[src/rtl/mem_arbiter_if.sv]
// rtl/mem_arbiter_if.sv - requester and memory port bundle shared by mem_arbiter and its environment
interface mem_arbiter_if;
    logic        i_valid;
    logic        i_ready;
    logic [31:0] i_addr;
    logic [31:0] i_rdata;

    logic        d_valid;
    logic        d_ready;
    logic [31:0] d_addr;
    logic [31:0] d_wdata;
    logic [3:0]  d_wstrb;
    logic [31:0] d_rdata;

    logic        mem_valid;
    logic        mem_ready;
    logic [31:0] mem_addr;
    logic [31:0] mem_wdata;
    logic [3:0]  mem_wstrb;
    logic [31:0] mem_rdata;

    modport slave (
        input  i_valid, i_addr,
        input  d_valid, d_addr, d_wdata, d_wstrb,
        input  mem_ready, mem_rdata,
        output i_ready, i_rdata,
        output d_ready, d_rdata,
        output mem_valid, mem_addr, mem_wdata, mem_wstrb
    );

    modport master (
        output i_valid, i_addr,
        output d_valid, d_addr, d_wdata, d_wstrb,
        output mem_ready, mem_rdata,
        input  i_ready, i_rdata,
        input  d_ready, d_rdata,
        input  mem_valid, mem_addr, mem_wdata, mem_wstrb
    );
endinterface

[src/rtl/mem_arbiter.sv]
// rtl/mem_arbiter.sv - fetch/load-store arbiter for the single memory port (optional MEM_ARBITER_ROUND_ROBIN_EN)
module mem_arbiter #(
    parameter int unsigned TIMEOUT = 255,
    parameter int unsigned CNT_W   = 8
) (
    input  logic          clk,
    input  logic          rst,
    mem_arbiter_if.slave  bus,
    output logic          bus_err,
    output logic          busy
);

    typedef enum logic {IDLE, ISSUE} state_t;
    typedef enum logic {OWN_I, OWN_D} owner_t;

    localparam logic [CNT_W-1:0] TIMEOUT_C = CNT_W'(TIMEOUT);

    state_t           state_q, state_d;
    owner_t           owner_q;
    owner_t           last_grant_q, last_grant_d;
    owner_t           winner;
    logic             abandoned_q;
    logic [CNT_W-1:0] cnt_q;
    logic [31:0]      addr_q;
    logic [31:0]      wdata_q;
    logic [3:0]       wstrb_q;

    logic req_any;
    logic owner_valid;
    logic timeout_hit;
    logic complete;
    logic owner_ack;

    // Pick the winner of the next grant.
    always_comb begin
        req_any = bus.i_valid | bus.d_valid;
`ifdef MEM_ARBITER_ROUND_ROBIN_EN
        // On a tie, favour whoever was not granted last.
        winner = (bus.d_valid && (!bus.i_valid || last_grant_q == OWN_I)) ? OWN_D : OWN_I;
`else
        winner = bus.d_valid ? OWN_D : OWN_I;
`endif
    end

    // Completion, timeout and owner response qualification.
    always_comb begin
        owner_valid = (owner_q == OWN_D) ? bus.d_valid : bus.i_valid;
        timeout_hit = (TIMEOUT != 0) && (state_q == ISSUE) && !bus.mem_ready && (cnt_q == TIMEOUT_C);
        complete    = (state_q == ISSUE) && (bus.mem_ready || timeout_hit);
        owner_ack   = complete && owner_valid && !abandoned_q;
    end

    // Response routing; a timed-out completion returns zero data.
    always_comb begin
        bus.i_ready = owner_ack && (owner_q == OWN_I);
        bus.d_ready = owner_ack && (owner_q == OWN_D);
        bus.i_rdata = (bus.i_ready && bus.mem_ready) ? bus.mem_rdata : 32'h0;
        bus.d_rdata = (bus.d_ready && bus.mem_ready) ? bus.mem_rdata : 32'h0;
        bus_err     = timeout_hit;
    end

    // Memory-side outputs come straight from registered state.
    always_comb begin
        bus.mem_valid = (state_q == ISSUE);
        bus.mem_addr  = addr_q;
        bus.mem_wdata = wdata_q;
        bus.mem_wstrb = wstrb_q;
        busy          = (state_q == ISSUE);
    end

    // Next-state logic.
    always_comb begin
        state_d      = state_q;
        last_grant_d = last_grant_q;
        case (state_q)
            IDLE: begin
                if (req_any) begin
                    state_d      = ISSUE;
                    last_grant_d = winner;
                end
            end
            ISSUE: begin
                if (complete) begin
                    state_d = IDLE;
                end
            end
            default: state_d = IDLE;
        endcase
    end

    // State register.
    always_ff @(posedge clk or negedge rst) begin
        if (!rst) begin
            state_q      <= IDLE;
            last_grant_q <= OWN_I;
        end else begin
            state_q      <= state_d;
            last_grant_q <= last_grant_d;
        end
    end

    // Request latch, abandon flag and timeout counter.
    always_ff @(posedge clk or negedge rst) begin
        if (!rst) begin
            owner_q     <= OWN_I;
            abandoned_q <= 1'b0;
            cnt_q       <= '0;
            addr_q      <= 32'h0;
            wdata_q     <= 32'h0;
            wstrb_q     <= 4'h0;
        end else if (state_q == IDLE) begin
            if (req_any) begin
                owner_q     <= winner;
                abandoned_q <= 1'b0;
                cnt_q       <= '0;
                if (winner == OWN_D) begin
                    addr_q  <= bus.d_addr;
                    wdata_q <= bus.d_wdata;
                    wstrb_q <= bus.d_wstrb;
                end else begin
                    // Fetches are always reads with no write payload.
                    addr_q  <= bus.i_addr;
                    wdata_q <= 32'h0;
                    wstrb_q <= 4'h0;
                end
            end
        end else begin
            // A dropped request stays dropped until the memory side finishes.
            if (!owner_valid) begin
                abandoned_q <= 1'b1;
            end
            if ((TIMEOUT != 0) && !bus.mem_ready) begin
                cnt_q <= cnt_q + 1'b1;
            end
        end
    end

endmodule

[src/flat_wrapper.sv]
// flat-port wrapper written by rule: the top's interface ports become plain ports
module mem_arbiter_flat 
#(
    parameter int unsigned TIMEOUT = 255,
    parameter int unsigned CNT_W   = 8
)
  (clk, rst, bus_err, busy, bus_i_valid, bus_i_addr, bus_d_valid, bus_d_addr, bus_d_wdata, bus_d_wstrb, bus_mem_ready, bus_mem_rdata, bus_i_ready, bus_i_rdata, bus_d_ready, bus_d_rdata, bus_mem_valid, bus_mem_addr, bus_mem_wdata, bus_mem_wstrb);
  mem_arbiter_if bus_i ();
  input  logic clk;
  input  logic rst;
  output logic bus_err;
  output logic busy;
  input wire logic [$bits(bus_i.i_valid)-1:0] bus_i_valid;
  input wire logic [$bits(bus_i.i_addr)-1:0] bus_i_addr;
  input wire logic [$bits(bus_i.d_valid)-1:0] bus_d_valid;
  input wire logic [$bits(bus_i.d_addr)-1:0] bus_d_addr;
  input wire logic [$bits(bus_i.d_wdata)-1:0] bus_d_wdata;
  input wire logic [$bits(bus_i.d_wstrb)-1:0] bus_d_wstrb;
  input wire logic [$bits(bus_i.mem_ready)-1:0] bus_mem_ready;
  input wire logic [$bits(bus_i.mem_rdata)-1:0] bus_mem_rdata;
  output wire logic [$bits(bus_i.i_ready)-1:0] bus_i_ready;
  output wire logic [$bits(bus_i.i_rdata)-1:0] bus_i_rdata;
  output wire logic [$bits(bus_i.d_ready)-1:0] bus_d_ready;
  output wire logic [$bits(bus_i.d_rdata)-1:0] bus_d_rdata;
  output wire logic [$bits(bus_i.mem_valid)-1:0] bus_mem_valid;
  output wire logic [$bits(bus_i.mem_addr)-1:0] bus_mem_addr;
  output wire logic [$bits(bus_i.mem_wdata)-1:0] bus_mem_wdata;
  output wire logic [$bits(bus_i.mem_wstrb)-1:0] bus_mem_wstrb;
  assign bus_i.i_valid = bus_i_valid;
  assign bus_i.i_addr = bus_i_addr;
  assign bus_i.d_valid = bus_d_valid;
  assign bus_i.d_addr = bus_d_addr;
  assign bus_i.d_wdata = bus_d_wdata;
  assign bus_i.d_wstrb = bus_d_wstrb;
  assign bus_i.mem_ready = bus_mem_ready;
  assign bus_i.mem_rdata = bus_mem_rdata;
  assign bus_i_ready = bus_i.i_ready;
  assign bus_i_rdata = bus_i.i_rdata;
  assign bus_d_ready = bus_i.d_ready;
  assign bus_d_rdata = bus_i.d_rdata;
  assign bus_mem_valid = bus_i.mem_valid;
  assign bus_mem_addr = bus_i.mem_addr;
  assign bus_mem_wdata = bus_i.mem_wdata;
  assign bus_mem_wstrb = bus_i.mem_wstrb;
  mem_arbiter #(.TIMEOUT(TIMEOUT), .CNT_W(CNT_W)) u_core (.clk(clk), .rst(rst), .bus(bus_i), .bus_err(bus_err), .busy(busy));
endmodule
[config.mk]
export PLATFORM = sky130hd
export DESIGN_NAME = mem_arbiter_flat
export DESIGN_NICKNAME = d
export VERILOG_FILES = /design/src/rtl/mem_arbiter_if.sv /design/src/rtl/mem_arbiter.sv /design/src/flat_wrapper.sv
export SDC_FILE = /design/constraint.sdc
export NUM_CORES = 1
export LEC_CHECK = 0
export CAP_MARGIN = 20
export CORE_UTILIZATION = 32
export CTS_CLUSTER_DIAMETER = 40
export CTS_CLUSTER_SIZE = 14
export DETAILED_ROUTE_END_ITERATION = 12
export PLACE_DENSITY = 0.74
export SETUP_SLACK_MARGIN = 0.1
export SYNTH_ARGS = -nofsm -noshare
export SYNTH_HDL_FRONTEND = slang
export SYNTH_SLANG_ARGS = --single-unit
[constraint.sdc]
create_clock -name clk -period 1.3 [get_ports clk]
set_input_delay 0.13 -clock clk [delete_from_list [all_inputs] [get_ports clk]]
set_output_delay 0.13 -clock clk [all_outputs]
set_load 0.1 [all_outputs]
* Yosys cells after proc, flatten, opt, wreduce, memory -nomap -nowiden
Cells that the tools add are included.
** Storage, ports and cells
- Input port bits :: 137
- Register bits after elaboration :: 79
- Output and inout port bits :: 137
- Word-level logic and storage cells :: 46
** Cells by class
- Bitwise gates (word level) :: 3
- Reduce and logical (&&, ||, !) cells :: 16
- Eq/ne operators :: 3
- Add/sub/neg operators :: 1
- Multiplexer cells :: 16
** Operator list (count)
- 32-bit 2-to-1 mux :: 4
- 8-bit 2-to-1 mux :: 3
- 1-bit logical AND :: 9
- 8-bit by 1-bit adder with 8-bit output (second input constant) :: 1
- 8-bit == test (second input constant) :: 1
- 1-bit 2-to-1 mux :: 7
- 2-bit AND reduction :: 3
- 4-bit 2-to-1 mux :: 1
- 2-bit != test (second input constant) :: 2
- 1-bit zero test :: 2
- 1-bit NOT :: 2
- 1-bit one-hot mux with 2 select lines :: 1
- 2-bit nonzero test :: 1
- 1-bit logical OR :: 1
- 1-bit OR :: 1

* Depth between registers and ports, before layout
- Depth in word-level cells :: 10
- Depth in mapped cells :: 6
- Gate-level depth less buffers :: 4

* Worst setup path before layout
Ideal clock, no wire load.
- Path type :: register to output
- Start :: reg u_core.state_q (netlist: u_core.bus.mem_valid)
- End :: out bus_i_ready
- Buffers on the path :: 0
- Cell stages (with the launch flop) :: 3
- Arrival :: 4.355 ns
- Required time :: 1.170 ns
- Slack :: -3.185 ns
- Cell sequence :: dfrtp_1 > nor2b_1 > nor4b_1
** Between the ends
- Cells in the longest elaborated chain, start to end :: 7
** Ends and longest elaborated chain
- from (decl) :: line mem_arbiter.sv:18 : state_t state_q, state_d;
- from (signal assigned) :: line mem_arbiter.sv:97 : state_q <= state_d;
- 1-bit logical AND (2 in series) :: line mem_arbiter.sv:48 : timeout_hit = (TIMEOUT != 0) && (state_q == ISSUE) && !bus.mem_ready && (cnt_q == TIMEOUT_C);
- 1-bit logical OR :: line mem_arbiter.sv:49 : complete = (state_q == ISSUE) && (bus.mem_ready || timeout_hit);
- 1-bit logical AND (*) :: line mem_arbiter.sv:49
- 1-bit logical AND (*) (2 in series) :: line mem_arbiter.sv:50 : owner_ack = complete && owner_valid && !abandoned_q;
- 1-bit logical AND (*) :: line mem_arbiter.sv:55 : bus.i_ready = owner_ack && (owner_q == OWN_I);
- to (decl) :: line flat_wrapper.sv:21 : output wire logic [$bits(bus_i.i_ready)-1:0] bus_i_ready;
Mark *: on every way between the ends. The rest lies on a longest branch, timed or not.

* Worst setup path in the final report
- Start :: reg u_core.abandoned_q
- End :: out bus_i_rdata[29]
** Between the ends
- Cells in the longest elaborated chain, start to end :: 5
** Ends and longest elaborated chain
- from (decl) :: line mem_arbiter.sv:22 : logic abandoned_q;
- from (signal assigned) :: line mem_arbiter.sv:106 : abandoned_q <= 1'b0;
- from (signal assigned) :: line mem_arbiter.sv:114 : abandoned_q <= 1'b0;
- from (signal assigned) :: line mem_arbiter.sv:130 : abandoned_q <= 1'b1;
- 1-bit zero test :: line mem_arbiter.sv:50
- 1-bit logical AND :: line mem_arbiter.sv:50
- 1-bit logical AND :: line mem_arbiter.sv:55
- 1-bit logical AND :: line mem_arbiter.sv:57 : bus.i_rdata = (bus.i_ready && bus.mem_ready) ? bus.mem_rdata : 32'h0;
- 32-bit 2-to-1 mux :: line mem_arbiter.sv:57
- to (decl) :: line flat_wrapper.sv:22 : output wire logic [$bits(bus_i.i_rdata)-1:0] bus_i_rdata;
Every way passes these cells.

==> summary.md <==
| Metric | Value |
|---|---|
| Die area | 0.0128 mm2 |
| Root Buffer Master | clkbuf_16 |
| Initial antenna violation count | 0 |
| Syn_nets | 566 |
| Max VDD drop | 1.60 mV |
| Largest family of logic cells by synthesized area | simple AND/OR/NAND/NOR gates |
| Max clock buf depth | 2 |
| CP max FO | 8 |
| Peak Freq | 525 MHz |
| WP data required | roughly 1200 ps |
| Final core utilization | 87.9% |
| CTS tree | done |
| Max-slew headroom | 76.0% |
| Synth Area in Compound Gates | between 10% and 20% |
| Crit path DAT | 1770 ps |
| Sequential share of the synthesized area | 50.1% |
| Core area | 0.0120 mm2 |
| Diode count | 0 |
| Cell Rows | 40 |
| Share of layout cells above drive strength 1 | 58.0% |
| Worst slew pin tran | 360 ps |
| Placer congestion estimate | 0.846 |
| First-pass GRT wire length | 27,600 um |
| Post-route minimum period | 1900 ps |
| Adder-Cell Fraction of Synth Area | less than 1% |
| Switching part of the total power | 50.0% |
| Static Leak | 4.79 nW |
| Yosys warning count | 0 |
| Setup violations, final | between 100 and 150 |
| I/O pin total | 274 |
| Cell variety after synth | 37 |
| Largest net degree at the start of global routing | 46 |
| TritonRoute pass-1 iters | 4 |
| CP Capture Type | primary output |
| Combinational power share | between 60% and 70% |
| Final Worst Setup Slack | -604 ps |
| Post-Synthesis Cells | approximately 430 |
| Post-DR vias/cell | 5.16 |
| Number of H-tree levels | 3 |
| Failing checks | setup timing |
| Syn Std Cell Area | around 0.0039 mm2 |
| Routed Wire Length | 19,400 um |
| Setup CP Type | flop to primary output |
| Clk_skew | around 10 ps |
| TritonCTS Buffers | 9 |
| Xor and xnor area share after synthesis | less than 1% |
| Worst setup SP type | flop |
| Clk Latency, worst-skew pair | 350 ps |
| Die Span X | 113 um |
| Clock share of power | 12.9% |
| Hold Vio Cnt, Final | 0 |
| Internal Power | between 10 and 15 mW |
| Net switching power | 10.3 mW |
| Synth Area in Simple Gates | 24.1% |
| Area Overhead vs Synth | 168% |
| GR Overflow Total | 0 |
| Max Slew Vio Count | 0 |
| PortBufs | 273 |
| RSZ-0062 raised after global routing | yes |
| Gr usage total | 28.6% |
| DRC errors left | 0 |
| Initial DRC Count | 187 |
| Reg clk slew, reported paths | 60 ps |
| Max Cap Viol | 0 |
| HP Class | input pin to flop |
| Power per cell area | 1950 mW/mm2 |
| Clk sinks | 79 |
| Via count | 4,709 |
| Post-synthesis mux area share | 9.17% |
| Fillers | 526 |
| Worst slack at placement | -392 ps |
| Chip height | 113 um |
| Synthesized area per cell | 9.22 um2 |
| Initial core utilization | 32.8% |
| Nets | approximately 900 |
| Seq pwr share | 20.9% |
| Tcrit/Tclk final | 146% |
| Final HPWL DP | 11,700 um |
| Synth Register Bits | 79 |
| Drt wl/cell | approximately 21 um |
| Vias in the first global route | between 5,000 and 6,000 |
| Status | finished with violations |
| Remaining antenna violation count | 0 |
==> critical path, cell delays in order (launching register included) <==
cell	delay, ps
dfrtp_1	380
nand3b_1	230
nor3_4	190
buf_6	160
clkbuf_16	150
and2_4	150
buf_12	170
==> cell families after synthesis <==
family	count (synthesis)
xor+xnor	1
mux	36
fa+ha+maj	1
buf+inv	33
flops	79
simple gates	195
compound gates	83
==> power groups by stage <==
stage | combinational [mW] | sequential (mW) | clock [mW]
6_report | 13.7 | 4.30 | 2.66
5_1_grt | 14.0 | 4.38 | 2.77
4_1_cts | 13.2 | 4.12 | 2.64
3_5_place_dp | 11.5 | 4.00 | 0
3_3_place_gp | 11.3 | 3.95 | 0
2_1_floorplan | 2.16 | 8.45 | 0
==> flip-flops by register name (all words and copies together), names as in the netlist <==
register	cells
u_core.cnt_q	8
u_core.bus.mem_valid	1
u_core.abandoned_q	1
u_core.bus.mem_wstrb	4
u_core.bus.mem_wdata	32
u_core.owner_q	1
u_core.bus.mem_addr	32
==> layer usage <==
layer	GRT usage [%]	up-vias	wire (um)
li1	-	2107	-
met1	27.1	2295	6310
met2	56.7	249	11000
met3	7.18	58	1240
met4	13.9	0	875
met5	0	-	0
==> synthesized netlist by cell type <==
cell type  count  share of area (%)
o2bb2ai_1      1               0.22
nor2_2         1               0.16
nor3_2         1               0.25
o211ai_1       1               0.19
xor2_1         1               0.22
o31ai_1        1               0.19
or3_1          1               0.16
o21ai_1        5               0.63
a22oi_1        1               0.19
and4b_1        1               0.25
clkbuf_1      10               0.95
nand4b_1       1               0.22
o21ba_2        1               0.25
o21bai_4       1               0.48
nor2b_1        1               0.16
a41o_1         1               0.25
mux2i_1       35                8.9
o21ai_0       69                8.8
nand4_1        1               0.16
mux2_2         1               0.29
clkbuf_2       3               0.38
nand2b_1       2               0.32
nand3_1        7               0.89
nand3b_1       1               0.19
and2_1        64                 10
a21oi_1        1               0.13
buf_2          6               0.76
and4_1         1               0.22
nand2_1      109                 10
nor2_1         2               0.19
dfrtp_1       79                 50
nor4b_1        1               0.22
nor3b_1        1               0.19
buf_4         12                2.3
ha_1           1               0.32
a41oi_1        1               0.22
inv_1          2               0.19
==> final timing paths <==
path                                          start  slack [ps]                        to  cells after the start
setup / recovery                 u_core.abandoned_q        -600           bus_i_rdata[29]                      6
hold / removal                          bus_d_valid          80        u_core.abandoned_q                      2
setup reg to reg               u_core.bus.mem_valid        -370           u_core.cnt_q[6]                      7
hold reg to reg            u_core.bus.mem_wdata[15]         540  u_core.bus.mem_wdata[15]                      2
max in group asynchronous                       rst         520  u_core.bus.mem_wdata[31]                      3
min in group asynchronous                       rst         250   u_core.bus.mem_wstrb[1]                      2
==> area by class of cell <==
class	count	area, um2	area share, %
Clock buffer	13	270	2.56
Clock inverter	3	40.0	0.379
Inverter	2	7.51	0.0711
Multi-Input combinational cell	316	2780	26.3
Sequential cell	79	1980	18.7
Tap cell	147	184	1.74
Timing Repair Buffer	352	5310	50.2
==> stage by stage <==
stage / setup TNS [ps] / cells / instance area [um2] / hold WS, ps / power (mW)
finish: -58980 / 912 / 10600 / 76.7 / 20.6
floorplan: -35940 / 428 / 4290 / -166 / 10.6
CTS: -59400 / 909 / 10300 / 76.4 / 20.0
global route: -64490 / 912 / 10600 / 92.2 / 21.2
detailed placement: -32320 / 854 / 8740 / 62.2 / 15.5
global placement: -29030 / 854 / 8740 / 57.4 / 15.3
==> cells in the final DEF (no fill, tap or decap), types with 4 or more instances in the layout <==
cell type,Yosys,routed
buf_12,0,154
clkdlybuf4s50_1,0,134
dfrtp_1,79,78
and2_4,0,64
nand2_4,0,56
o21ai_2,0,54
nand2_1,109,38
mux2i_1,35,35
buf_4,12,32
nand2_2,0,15
buf_16,0,15
o21ai_1,5,14
clkbuf_16,0,11
buf_6,0,11
nand3_2,0,4
==> repair_timing <==
action                                  CTS  global route
hold buffers                              1             0
endpoints found under the hold margin    22             0
endpoints found under the setup margin  146           147
gates cloned                             21             3
setup buffers                            19             9
gates resized for setup                 152            87
pin swaps                                48            25
Power figures use the tool's default switching activity.
